--- src/rtl/battery_voltage_sampler_pkg.sv ---
// Shared constants, frame FSM encoding and bit-position helper for the
// battery voltage sampler and its SPI frame reader.
package battery_voltage_sampler_pkg;

  localparam int ADC_FRAME_BITS      = 16;
  localparam int ADC_DATA_FIRST_EDGE = 3;
  localparam int ADC_DATA_BITS       = 12;
  localparam int SCALE_SHIFT         = 12;

  typedef enum logic [1:0] {
    IDLE  = 2'd0,
    SETUP = 2'd1,
    SHIFT = 2'd2,
    DONE  = 2'd3
  } frame_state_t;

  // True for the SCLK rising-edge indices that carry code bits.
  function automatic logic is_data_edge(input logic [3:0] edge_idx);
    return (int'(edge_idx) >= ADC_DATA_FIRST_EDGE) &&
           (int'(edge_idx) <  ADC_DATA_FIRST_EDGE + ADC_DATA_BITS);
  endfunction

endpackage

--- src/rtl/battery_voltage_sampler_adc_frame_reader.sv ---
// One 16-bit SPI mode-0 conversion frame per start pulse; returns the 12-bit
// code from the middle of the frame with a one-cycle code_valid pulse.
module adc_frame_reader
  import battery_voltage_sampler_pkg::*;
#(
  parameter int CLK_DIV = 6
) (
  input  logic        clk_12MHz,
  input  logic        reset,
  input  logic        start,
  input  logic        adc_miso,
  output logic        adc_cs_n,
  output logic        adc_sclk,
  output logic        busy,
  output logic [11:0] code,
  output logic        code_valid
);

  localparam int DW = $clog2(CLK_DIV);
  localparam logic [DW-1:0] DIV_LAST  = DW'(CLK_DIV - 1);
  localparam logic [3:0]    EDGE_LAST = 4'(ADC_FRAME_BITS - 1);

  frame_state_t  state;
  logic [DW-1:0] div_cnt;
  logic [3:0]    edge_cnt;
  logic [11:0]   shreg;
  logic          miso_meta;
  logic          miso_sync;
  logic          div_done;

  assign div_done = (div_cnt == DIV_LAST);
  assign busy     = (state != IDLE);
  assign code     = shreg;

  always_ff @(posedge clk_12MHz) begin
    if (reset) begin
      miso_meta <= 1'b0;
      miso_sync <= 1'b0;
    end else begin
      miso_meta <= adc_miso;
      miso_sync <= miso_meta;
    end
  end

  // Each SCLK half lasts CLK_DIV cycles; bits are captured on the cycle SCLK rises.
  always_ff @(posedge clk_12MHz) begin
    if (reset) begin
      state      <= IDLE;
      div_cnt    <= '0;
      edge_cnt   <= '0;
      shreg      <= '0;
      adc_cs_n   <= 1'b1;
      adc_sclk   <= 1'b0;
      code_valid <= 1'b0;
    end else begin
      code_valid <= 1'b0;
      case (state)
        IDLE: begin
          if (start) begin
            state    <= SETUP;
            adc_cs_n <= 1'b0;
            div_cnt  <= '0;
          end
        end
        SETUP: begin
          if (div_done) begin
            state    <= SHIFT;
            div_cnt  <= '0;
            edge_cnt <= '0;
            adc_sclk <= 1'b1;
            if (is_data_edge(4'd0))
              shreg <= {shreg[10:0], miso_sync};
          end else begin
            div_cnt <= div_cnt + 1'b1;
          end
        end
        SHIFT: begin
          if (div_done) begin
            div_cnt <= '0;
            if (adc_sclk) begin
              adc_sclk <= 1'b0;
            end else if (edge_cnt == EDGE_LAST) begin
              state      <= DONE;
              adc_cs_n   <= 1'b1;
              code_valid <= 1'b1;
            end else begin
              adc_sclk <= 1'b1;
              edge_cnt <= edge_cnt + 4'd1;
              if (is_data_edge(edge_cnt + 4'd1))
                shreg <= {shreg[10:0], miso_sync};
            end
          end else begin
            div_cnt <= div_cnt + 1'b1;
          end
        end
        DONE: begin
          state <= IDLE;
        end
        default: begin
          state <= IDLE;
        end
      endcase
    end
  end

endmodule

--- src/rtl/battery_voltage_sampler.sv ---
// Periodic battery-sense sampler: starts ADC frames, averages 2^AVG_LOG2
// codes and scales the average to millivolts.
module battery_voltage_sampler
  import battery_voltage_sampler_pkg::*;
#(
  parameter int CLK_DIV       = 6,
  parameter int SAMPLE_PERIOD = 12000,
  parameter int AVG_LOG2      = 4,
  parameter int SCALE_MV      = 33000
) (
  input  logic        clk_12MHz,
  input  logic        reset,
  input  logic        adc_miso,
  output logic        adc_cs_n,
  output logic        adc_sclk,
  output logic [15:0] battery_voltage,
  output logic        voltage_valid,
  output logic        new_value
);

  localparam int PW = $clog2(SAMPLE_PERIOD + 1);
  localparam int CW = (AVG_LOG2 > 0) ? AVG_LOG2 : 1;
  localparam logic [PW-1:0] PERIOD_LAST = PW'(SAMPLE_PERIOD - 1);
  localparam logic [CW-1:0] COUNT_LAST  = CW'((1 << AVG_LOG2) - 1);

  logic [PW-1:0] period_cnt;
  logic          start_tick;
  logic          busy;
  logic [11:0]   code;
  logic          code_valid;
  logic [15:0]   acc;
  logic [15:0]   acc_sum;
  logic [CW-1:0] sample_cnt;
  logic [11:0]   avg;
  logic          avg_ready;
  logic [27:0]   product;

  assign start_tick = (period_cnt == PERIOD_LAST);

  adc_frame_reader #(
    .CLK_DIV(CLK_DIV)
  ) u_reader (
    .clk_12MHz (clk_12MHz),
    .reset     (reset),
    .start     (start_tick),
    .adc_miso  (adc_miso),
    .adc_cs_n  (adc_cs_n),
    .adc_sclk  (adc_sclk),
    .busy      (busy),
    .code      (code),
    .code_valid(code_valid)
  );

  // Ticks that land while a frame is running are simply lost by the reader.
  always_ff @(posedge clk_12MHz) begin
    if (reset)
      period_cnt <= '0;
    else if (start_tick)
      period_cnt <= '0;
    else
      period_cnt <= period_cnt + 1'b1;
  end

  always_comb begin
    acc_sum = acc + 16'(code);
    product = 28'(avg) * 28'(SCALE_MV);
  end

  always_ff @(posedge clk_12MHz) begin
    if (reset) begin
      acc        <= '0;
      sample_cnt <= '0;
      avg        <= '0;
      avg_ready  <= 1'b0;
    end else begin
      avg_ready <= 1'b0;
      if (code_valid) begin
        if (sample_cnt == COUNT_LAST) begin
          avg        <= 12'(acc_sum >> AVG_LOG2);
          avg_ready  <= 1'b1;
          acc        <= '0;
          sample_cnt <= '0;
        end else begin
          acc        <= acc_sum;
          sample_cnt <= sample_cnt + 1'b1;
        end
      end
    end
  end

  always_ff @(posedge clk_12MHz) begin
    if (reset) begin
      battery_voltage <= '0;
      voltage_valid   <= 1'b0;
      new_value       <= 1'b0;
    end else begin
      new_value <= avg_ready;
      if (avg_ready) begin
        battery_voltage <= 16'(product >> SCALE_SHIFT);
        voltage_valid   <= 1'b1;
      end
    end
  end

endmodule

--- config.mk ---
export PLATFORM = sky130hd
export DESIGN_NAME = battery_voltage_sampler
export DESIGN_NICKNAME = d
export VERILOG_FILES = /design/src/rtl/battery_voltage_sampler_pkg.sv /design/src/rtl/battery_voltage_sampler_adc_frame_reader.sv /design/src/rtl/battery_voltage_sampler.sv
export SDC_FILE = /design/constraint.sdc
export NUM_CORES = 1
export LEC_CHECK = 0
export ABC_CLOCK_PERIOD_IN_PS = 13400
export BUFFER_PORTS_ARGS = -buffer_cell sky130_fd_sc_hd__buf_2
export CAP_MARGIN = 0
export CORE_MARGIN = 1.5
export CORE_UTILIZATION = 40
export DETAILED_ROUTE_END_ITERATION = 10
export SYNTH_ARGS = -nofsm -noshare
export SYNTH_HDL_FRONTEND = slang
export SYNTH_SLANG_ARGS = --single-unit
--- constraint.sdc ---
create_clock -name clk_12MHz -period 13.4 [get_ports clk_12MHz]
set_input_delay 2.68 -clock clk_12MHz [delete_from_list [all_inputs] [get_ports clk_12MHz]]
set_output_delay 2.68 -clock clk_12MHz [all_outputs]
set_load 0.05 [all_outputs]
### Word level (Yosys, flattened, before mapping)

Cells that the tools add are included.

* flip-flop bits (word level): 91
* input bits: 3
* output and inout port bits: 20
* word-level logic and storage cells: 87

* add/subtract/negate cells: 5
* multipliers: 1
* $lt $le $gt $ge: 2
* equal/unequal tests: 13
* multiplexer cells: 28
* bitwise operators: 5
* reductions and logical operators: 16

Operators by type and width (count)
* multiplier 12 x 13 -> 25 bit (second input constant): 1
* 2-to-1 mux 4 bit: 5
* AND reduction 5 bit: 4
* adder 16 x 12 -> 16 bit: 1
* 2-to-1 mux 16 bit: 1
* adder 14 x 1 -> 14 bit (second input constant): 1
* == test 14 bit (second input constant): 1
* 2-to-1 mux 1 bit: 10
* 2-to-1 mux 2 bit: 5
* adder 4 x 1 -> 4 bit (second input constant): 2
* == test 4 bit (second input constant): 2
* case mux 2 bit (4 select lines): 1
* case mux 4 bit (2 select lines): 1
* 2-to-1 mux 3 bit: 2
* inequality test 2 x 1 -> 1 bit (second input constant): 3
* inequality test 2 bit (second input constant): 3
* case mux 3 bit (2 select lines): 1
* nonzero test 2 bit: 3
* OR reduction 2 bit: 3
* NOT 1 bit: 5
* == test 2 bit (second input constant): 2
* greater-or-equal comparator 4 x 2 -> 1 bit (second input constant): 1
* less-than comparator 4 bit (second input constant): 1
* case mux 1 bit (2 select lines): 2
* 8 further kinds: 9

### Longest topological paths before layout

* depth after elaboration: 5
* gate-level depth with buffers: 16
* depth with buffers taken out: 16

### By module

A second synthesis with hierarchy kept.

* cell total of the unflattened synthesis: 695
* area total of the unflattened synthesis: 6404.9 µm²

Modules (own cells, without submodules)
* battery_voltage_sampler: instances 1, cells an instance 559, area an instance 5106.1 µm², seq. area each 1301.2 µm²
* adc_frame_reader: instances 1, cells an instance 136, area an instance 1298.7 µm², seq. area each 520.5 µm²

### Worst setup path after synthesis

No wires, ideal clock.

* path type: register -> register
* from: register avg[6]
* to: register battery_voltage[10]
* library setup time: 0.117 ns
* arrival time: 4.271 ns
* required time: 13.283 ns
* path slack: 9.012 ns
* cell stages (with the launch flop): 17
* buffers on the path: 0
* clock period less this slack: 4.388 ns
* cells stage by stage: dfxtp_1 inv_1 fa_1 inv_1 ha_1 inv_1 fa_1 inv_1 fa_1 ha_1 ha_1 nand4_1 o22ai_1 or2_1 o2111a_1 or3_1 a32o_1

* word-level cells in the longest chain between the ends: 1

RTL lines
* from (decl): line battery_voltage_sampler.sv:34 `logic [11:0] avg;`
* from (signal assigned): line battery_voltage_sampler.sv:79 `avg <= 12'(acc_sum >> AVG_LOG2);`
* multiplier 12 x 13 -> 25 bit: line battery_voltage_sampler.sv:66 `product = 28'(avg) * 28'(SCALE_MV);`
* to (signal assigned): line battery_voltage_sampler.sv:99 `battery_voltage <= 16'(product >> SCALE_SHIFT);`
* to (decl): line battery_voltage_sampler.sv:16 `output logic [15:0] battery_voltage,`

Every way passes these cells.
A chain may end at the register's enable or synchronous reset.

### Worst setup path after layout

* from: register avg[8]
* to: register battery_voltage[10]

Same word-level chain as after synthesis.

==> summary.md <==
| Metric | Value |
|---|---|
| Hold-fix buffers, CTS | 0 |
| Critical Path Start | avg[8] |
| Initial antenna violation count | 0 |
| Status | finished, final reports clean |
| RSZ-0062 raised after global routing | false |
| Port-buffer cells | 22 |
| Post-synthesis net count | 780 |
| Psw | approximately 130 uW |
| Final min period | between 4 and 5 ns |
| Clock share of power | 45.5% |
| DRT iter0 DRCs | approximately 170 |
| GRT Residual Overflow | 0 |
| Final Hold Viols | 0 |
| Sw Share | 23.01% |
| Tcrit/Tclk final | between 30% and 40% |
| Vias in the first global route | 4721 |
| Yosys cell types | 70 |
| Post-Synthesis Cells | 668 |
| Clock tree sinks | between 90 and 100 |
| Post-synthesis sequential area ratio | between 20% and 30% |
| Vias post-DR | 4626 |
| Mean Syn Cell Area | 9.148 sq um |
| Total I/O pin count | 23 |
| Max-Cap Viols | 0 |
| DIE WIDTH | approximately 130 um |
| Synth Flop Type | dfxtp_1 |
| Startpoint types | register |
| Starting Density | 41.57% |
| Post-route antenna net violation count | 0 |
| GRT Overall Usage | 16.38% |
| Area of the core | 14700 sq um |
| Relative slew margins | 34.60% |
| Cell-internal power | 431.2 uW |
| Post-synth EDFFs | 0 |
| Multi-input logic area | 4011 sq um |
| Drc violations | 0 |
| Worst reg2reg startpoint | avg[8] |
| Pin slew with the least headroom to its limit | 0.9810 ns |
| CTS tree | done |
| Count of cells resized by post-cts repair | 0 |
| Synth warn | 0 |
| WL/cell | 13.87 um |
| Asr flop ratio synth | 0% |
| Worst-case vdd ir drop | between 0.1 and 0.15 mV |
| Diode count | 0 |
| Fin. max-slew vios | 0 |
| Reg clk slew, reported paths | 0.06 ns |
| P&R area growth vs syn | 9.275% |
| Post-Syn Area | 6111 sq um |
| Setup violations, final | 0 |
| Drt total wl | 12090 um |
| Share of cells above drive strength 1 | 7.994% |
| Crit path to | battery_voltage[10] |
| Reg power frac | between 40% and 50% |
| Worst r2r path cells | 16 |
| Setup CP Type | reg2reg |
| Max Freq | 214.9 MHz |
| First-pass GRT wire length | 21530 um |
| Gpl congestion | 0.8678 |
| Worst Hold Class | reg2reg |
| PwrDens | around 84 nW/um^2 |
| Req. time, crit path | 13.63 ns |
| Crit path max fanout | 5 |
| R2r endpoint | battery_voltage[10] |
| Setup crit end kind | register |
| Register area | 1822 sq um |
| Post-Route Utilization | 45.43% |
| # Post-CTS Setup Buffers | 0 |
| Final Skew | just over 0.008 ns |
| #FFs+latches synth | 91 |
| Die footprint | 16030 sq um |
| Clock tree root driver cell | clkbuf_16 |
| Leak | 0.003078 uW |
| Hpwl dp | 9159 um |
| Worst-Skew Late Latency | around 0.34 ns |
| TritonRoute pass-1 iters | 4 |
| # fillers | 1388 |
| Row count | 44 |
| Comb pwr share | 5.1% |
| Number of nets in the layout | between 700 and 800 |
| Vert. Die Dim | 126.6 um |
| Largest net degree at the start of global routing | 74 |
| Vias/cell | 5.305 |
| CTS buffer count | 9 |
| Critical Path AT | between 4 and 5 ns |
| Clock Tree Buf Depth | 2 |
| Setup TNS | 0 ns |
| Htree depth | 3 |
| Flop2flop setup slack | 8.75 ns |
==> layer usage <==
layer  share of wire [%]  vias up  GRT usage, %
met2                  49       37         29.64
met1                  48     2195         19.73
met4                 1.2        0         4.868
met3                 1.8       10         3.079
li1                    -     2384             -
met5                   0        -             0
==> flip-flops by register name (all words and copies together), names as in the netlist <==
name / count
battery_voltage: 16
u_reader.state: 2
u_reader.code_valid: 1
u_reader.code: 12
u_reader.div_cnt: 3
u_reader.edge_cnt: 4
acc: 16
u_reader.adc_cs_n: 1
u_reader.miso_sync: 1
avg_ready: 1
u_reader.miso_meta: 1
u_reader.adc_sclk: 1
sample_cnt: 4
voltage_valid: 1
avg: 12
new_value: 1
period_cnt: 14
==> cells in the mapped netlist, types with 10 or more instances <==
master	count	area [sq um]
a21oi_1	41	205.2
clkbuf_1	13	48.80
dfxtp_1	91	1822
inv_1	54	202.7
xnor2_1	21	183.9
nand3_1	17	85.08
nand2_1	33	123.9
mux2i_1	18	180.2
o21ai_0	16	80.08
fa_1	24	480.5
ha_1	85	1064
nor2_1	78	292.8
a211oi_1	10	75.07
==> power by group through the flow <==
stage               sequential (uW)  clock (uW)  combinational (uW)
CTS                             277         263                28.9
global placement                283           0                28.1
global route                    277         272                32.4
floorplan                       288           0                17.2
detailed placement              283           0                28.9
finish                          277         255                28.7
==> kinds of logic after synthesis <==
group / Yosys count / synth area share (%)
multiplexers: 19 / 3.133
AO/OA/AOI/OAI: 142 / 15.81
XOR/XNOR: 30 / 4.300
adder cells (fa/ha/maj): 110 / 25.45
flip-flops: 91 / 29.81
AND/OR/NAND/NOR: 204 / 16.95
buffers and inverters: 72 / 4.545
==> layout make-up <==
class	count	area share (%)
multi-input cells	505	60.07
clock buffers	11	3.635
flip-flops and latches	91	27.28
well taps	184	3.448
repair buffers	23	1.761
inverters	54	3.035
clock inverters	4	0.7682
==> stage by stage <==
step | setup slack [ns] | instances | hold slack [ns] | power [uW] | cell area [sq um]
after detailed placement | 8.747 | 857 | 0.4295 | 311.7 | 6384
after CTS | 8.739 | 872 | 0.4466 | 569.0 | 6678
after floorplan | 9.012 | 668 | 0.4138 | 305.1 | 6111
after global placement | 8.866 | 857 | 0.4211 | 310.8 | 6384
after global routing | 8.541 | 872 | 0.4595 | 581.7 | 6678
final | 8.747 | 872 | 0.4423 | 560.1 | 6678
==> how the worst min path moves through the flow <==
stage                       startpoint            endpoint  cells after the start
floorplan           u_reader.miso_meta  u_reader.miso_sync                      1
global placement    u_reader.miso_meta  u_reader.miso_sync                      1
detailed placement  u_reader.miso_meta  u_reader.miso_sync                      1
CTS                 u_reader.miso_meta  u_reader.miso_sync                      1
global route        u_reader.miso_meta  u_reader.miso_sync                      1
finish              u_reader.miso_meta  u_reader.miso_sync                      1
==> worst max-delay path, stage by stage (launching register included) <==
cell and delay [ns]:
dfxtp_1 0.41, inv_1 0.16, fa_1 0.51, inv_1 0.04, ha_1 0.26, inv_1 0.05
fa_1 0.52, inv_1 0.05, fa_1 0.47, ha_1 0.31, ha_1 0.37, nand4_1 0.14
o22ai_1 0.09, or2_1 0.26, o2111a_1 0.28, or3_1 0.35, a32o_1 0.26
==> placed cells by master, fill, tap and decap left out, types with 6 or more instances in the layout <==
cell	synthesis	routed
a211oi_1	10	10
a21oi_1	41	41
a22o_1	8	8
and2_1	7	7
buf_2	0	22
clkbuf_16	0	9
dfxtp_1	91	91
fa_1	24	24
ha_1	85	85
inv_1	54	54
mux2i_1	18	18
nand2_1	33	33
nand2b_1	8	8
nand3_1	17	17
nand3b_1	6	6
nand4_1	6	6
nor2_1	78	78
nor2b_1	7	7
nor3_1	8	8
o21a_1	6	6
o21ai_0	16	16
o21ai_1	8	8
or3_1	6	6
xnor2_1	21	21
xor2_1	9	9
No activity file was read; power rests on OpenSTA's default activity.
